## config.mk

```make
export PLATFORM = sky130hd
export DESIGN_NAME = sync_counter
export DESIGN_NICKNAME = d
export VERILOG_FILES = /design/src/rtl/sync_counter_pkg.sv /design/src/rtl/sync_counter_next.sv /design/src/rtl/sync_counter.sv
export SDC_FILE = /design/constraint.sdc
export NUM_CORES = 1
export LEC_CHECK = 0
export BUFFER_PORTS_ARGS = -buffer_cell sky130_fd_sc_hd__buf_2
export CORE_AREA = 2 2 39 41
export CTS_CLUSTER_DIAMETER = 50
export DETAILED_ROUTE_END_ITERATION = 12
export DIE_AREA = 0 0 41 43
export PLACE_DENSITY_LB_ADDON = 0.15
export SYNTH_ARGS = -nofsm -noshare
export SYNTH_HDL_FRONTEND = slang
export SYNTH_SLANG_ARGS = --single-unit
```

## constraint.sdc

```tcl
create_clock -name clk -period 1.65 [get_ports clk]
set_clock_uncertainty 0.1 [all_clocks]
set_input_delay 0.33 -clock clk [delete_from_list [all_inputs] [get_ports clk]]
set_output_delay 0.33 -clock clk [all_outputs]
set_load 0.02 [all_outputs]
```

## src/rtl/sync_counter_pkg.sv

```systemverilog
// sync_counter_pkg: shared constants and helpers for the sync_counter up/down counter.
package sync_counter_pkg;
  localparam int DEFAULT_WIDTH = 4;
  localparam logic DIR_DOWN = 1'b0;
  localparam logic DIR_UP = 1'b1;
  function automatic logic [31:0] max_count(input int w);
    return (w >= 32) ? 32'hFFFF_FFFF : (32'd1 << w) - 32'd1;
  endfunction
endpackage

```

## src/rtl/sync_counter_next.sv

```systemverilog
// sync_counter_next: combinational next value and wrap detect for an up/down counter.
module sync_counter_next
  import sync_counter_pkg::*;
#(
  parameter int WIDTH = DEFAULT_WIDTH
) (
  input  logic [WIDTH-1:0] count,
  input  logic             up,
  output logic [WIDTH-1:0] next,
  output logic             wrap
);
  localparam logic [WIDTH-1:0] MAX = WIDTH'(max_count(WIDTH));
  always_comb begin
    next = (up == DIR_UP) ? count + WIDTH'(1) : count - WIDTH'(1);
    wrap = (up == DIR_UP) ? (count == MAX) : (count == '0);
  end
endmodule

```

## src/rtl/sync_counter.sv

```systemverilog
// sync_counter: free-running up/down counter with async active-high reset.
// Define SYNC_COUNTER_TC_EN to add the terminal-count output tc.
module sync_counter
  import sync_counter_pkg::*;
#(
  parameter int WIDTH = DEFAULT_WIDTH
) (
  input  logic             clk,
  input  logic             rst,
  input  logic             up,
  output logic [WIDTH-1:0] count
`ifdef SYNC_COUNTER_TC_EN
  ,
  output logic             tc
`endif
);
  logic [WIDTH-1:0] next;
  logic             wrap;
  sync_counter_next #(.WIDTH(WIDTH)) u_next (
    .count(count),
    .up(up),
    .next(next),
    .wrap(wrap)
  );
  always_ff @(posedge clk or posedge rst)
    if (rst) count <= '0;
    else count <= next;
`ifdef SYNC_COUNTER_TC_EN
  assign tc = wrap & ~rst;
`else
  logic unused_wrap;
  assign unused_wrap = wrap;
`endif
endmodule

```

**After elaboration in Yosys (flattened, before gate mapping)**

Index checks and enable logic that the tools add are counted.

- Register bits after elaboration: 4
- Input port bits: 3
- Output and inout port bits: 4
- Word-level logic and storage cells: 4

- Add/sub/neg operators: 2
- Muxes and demuxes: 1

Operators with widths:

| operator | count |
|---|---|
| 4-bit by 1-bit adder with 4-bit output, second input constant | 1 |
| 4-bit two-way mux | 1 |
| 4-bit by 1-bit subtractor with 4-bit output, second input constant | 1 |

**Depth between registers and ports, before layout**

- Depth after elaboration: 2
- Depth in mapped cells: 5
- Gate-level depth less buffers: 5

**By module**

From an unflattened synthesis, not the netlist that was laid out.

- Cell total of the unflattened synthesis: 19
- Area total of the unflattened synthesis: 221.5 sq um

By module, submodules not included:

| module | times used | cells an instance | area each (sq um) | sequential area each (sq um) |
|---|---|---|---|---|
| sync_counter_next | 1 | 14 | 117.6 | 0.0 |
| sync_counter | 1 | 5 | 103.8 | 100.1 |

**Worst setup path after synthesis**

No wires, ideal clock.

- Kind: register to register
- From: register count[1]
- To: register count[3]
- Library setup time: 0.123 ns
- Arrival: 1.114 ns
- Data required time: 1.427 ns
- Path slack: 0.313 ns
- Cell stages (with the launch flop): 5
- Buffers on the path: 0
- Clock period less this slack: 1.337 ns
- Cells stage by stage: dfrtp_1 -> ha_1 -> a21o_1 -> a21oi_2 -> xnor2_1

- Word-level cells in the longest chain between the ends: 2
- Elaborated cells between the ends (all ways): 3
- Those cells by class: add/sub (2); mux (1)

Ends and longest elaborated chain:

| what | RTL line | text |
|---|---|---|
| start, declared | sync_counter.sv:11 | `output logic [WIDTH-1:0] count` |
| start signal, assigned | sync_counter.sv:27 | `else count <= next;` |
| 4-bit by 1-bit subtractor with 4-bit output / 4-bit by 1-bit adder with 4-bit output (equally long branches) | sync_counter_next.sv:14 | `next = (up == DIR_UP) ? count + WIDTH'(1) : count - WIDTH'(1);` |
| 4-bit two-way mux * | sync_counter_next.sv:14 |  |
| net next[3] | sync_counter.sv:17 | `logic [WIDTH-1:0] next;` |

Mark *: on every way through the listed nets, which the timed path passes. The rest lies on a longest branch.

**Worst setup path after layout**

Ends and elaborated chain as after synthesis.

==> reports/summary.txt <==
fmax = 781.0 MHz
CTS sink cnt = 4
VDD IR max = 0.0004953 V
Largest regs = count: 4 flops
PostCTS Resize Cnt = 0
vias = 129
core area = 0.001384 mm^2
WL/cell = 8.439 um
compound-cell area share of the yosys netlist = 8.176%
share of cells above drive strength 1 = 40.00%
global-route wire length before repair = 558 um
clk buf depth = 2
Critical R2R Capture = count[3]
Design Area, Final = 281.5 um^2
row cnt = 14
final setup violation count = 0
arrival time worst endpoint = 1.34 ns
vias in the first global route = 140
synth unique cells = 8
Required @ worst endpoint = 1.71 ns
Clock Latency Late Sink = 0.24 ns
max_slew headroom = 88.45%
Leakage = 0.0001425 uW
reg2reg start = count[1]
mux share of post-synthesis cell area = 0%
initial antenna violation count = 0
Placed Area = 249.0 um^2
DRC = 0
Mapped Nets = 21
Root Buffer = clkbuf_4
PD cells = 1827 mW/mm^2
Pre-antenna DRT Iters = 2
sink of the worst hold path = count[3]
minimum clock period = 1.280 ns
FILL cells = 154
Area Overhead vs Synth = 41.51%
Chip Width = 41 um
largest family of logic cells by synthesized area = adder cells
Critical Path Start Type = flop
max FFs per register = 4
critical path buffer and inverter count = 0
Hold WS = 0.3295 ns
slowest CP cell = dfrtp_1
final core utilization = 20.34%
unrepaired setup endpoints after global routing = no
Yosys warning count = 0
Hold Crit Start = up
largest net degree at the start of global routing = 5
die footprint = 0.001763 mm^2
TritonCTS buffer count = 3
final antenna diode count = 0
area occupied by multi-input gates = 87.58 um^2
CTS tree = built
Worst Hold Class = primary input to flop
GR Util All Layers = 5.639%
Final Hold Fails = 0
starting density of the core = 14.38%
worst-margin pin slew = 0.1720 ns
RePlAce Congestion = 0.6126
critical-path cell list = ha_1 -> a21o_1 -> a21oi_2 -> xnor2_1
total gr overflow = 0
total negative slack = 0 ns
FF/Latch Area = 100.1 um^2
largest reg by FF count = count
Mapped Cells = 15
max-slew violation count = 0
r2r setup slk = 0.37 ns
CP Capture Type = flop
Max-Cap Viols = 0
most frequent cells in the layout = 6 x buf_2, 4 x dfrtp_1, 3 x inv_1, 3 x clkbuf_4
post-synthesis xor/xnor area fraction = 13.21%
Ports = 7
adder-cell share of the synthesized area = 22.64%
Seq/Total Area, Yosys = 50.31%
simple-gate area share of the yosys netlist = 0%
Nets = 33
commonest non-fill, non-tap cell in the layout = buf_2
H-tree depth = 1
Port Buffers = 6
clock slew at reported path FFs = 0.04 ns
syn avg cell area = 13.26 um^2
Die H = 43 um
post-route ant nets = 0
Iter 0 DRT Violations = 3
CP max stage delay = 0.39 ns
delay-heaviest family, CP = flip-flops
critical path peak fanout = 3
outcome = finished, final reports clean
Post-Route WL = 346 um
critical path class = flop to flop
hold path depth = 3
Final Cycle Share = 77.60%
Yosys reg bits = 4
synthesized area = 198.9 um^2
R2R cell count = 4
Vias per Instance = 3.146
[power by group]
group	switching [uW]	total [uW]	internal (uW)	leakage (uW)
combinational	123	226	103	0.0000844
clock	42.8	124	81.6	0.0000138
sequential	24.1	164	140	0.0000442
[layout make-up]
class	instances	share of cell area [%]
clock buffer	3	8.000
tap	16	7.111
timing repair buffer	7	14.22
sequential	4	35.56
inverter	3	4.000
multi-input combinational	8	31.11
[worst max-delay path by stage]
stage                         from       end  slack [ns]  depth (start not counted)
after floorplan           count[1]  count[3]        0.31                          4
after global placement          up  count[3]        0.22                          6
after detailed placement        up  count[3]        0.21                          6
after CTS                 count[1]  count[3]        0.35                          4
after global routing      count[1]  count[3]        0.31                          4
final                     count[1]  count[3]        0.37                          4
[synthesized netlist by cell type, drive strengths merged]
library cell,number,area (um^2)
a21o,1,7.510
a21oi,1,8.760
dfrtp,4,100.1
fa,1,20.02
ha,2,25.02
inv,3,11.26
xnor2,2,17.52
xor2,1,8.760
[cell families after synthesis]
group	count (synthesis)
AO/OA/AOI/OAI	2
XOR/XNOR	3
adder cells (fa/ha/maj)	3
buffers and inverters	3
flip-flops	4
[metrics by stage]
stage                     setup slack (ns)  total power [uW]  std cells
after floorplan                     0.3134             334.6         15
after global placement              0.2193             392.6         37
after detailed placement            0.2099             396.1         37
after CTS                           0.3529             527.4         41
after global routing                0.3082             553.3         41
final                               0.3695             514.2         41
[worst reg2reg max path, cell delays in order (launching register included)]
cell and delay (ns):
dfrtp_1 0.39, ha_1 0.27, a21o_1 0.17, a21oi_2 0.14, xnor2_1 0.12
[metal layers]
layer / vias up / wire, um / share of wire, % / global-route usage [%]
li1: 66 / - / - / -
met5: - / 0 / 0 / 0
met3: 0 / 38 / 11 / 3.141
met4: 0 / 0 / 0 / 8.000
met2: 4 / 178 / 51 / 6.563
met1: 59 / 129 / 37 / 5.519
[what timing repair did]
item,in CTS,in global routing
buffers inserted,0,0
endpoints found under the hold margin,4,0
hold buffers,1,0
(Power assumes the default switching activity.)
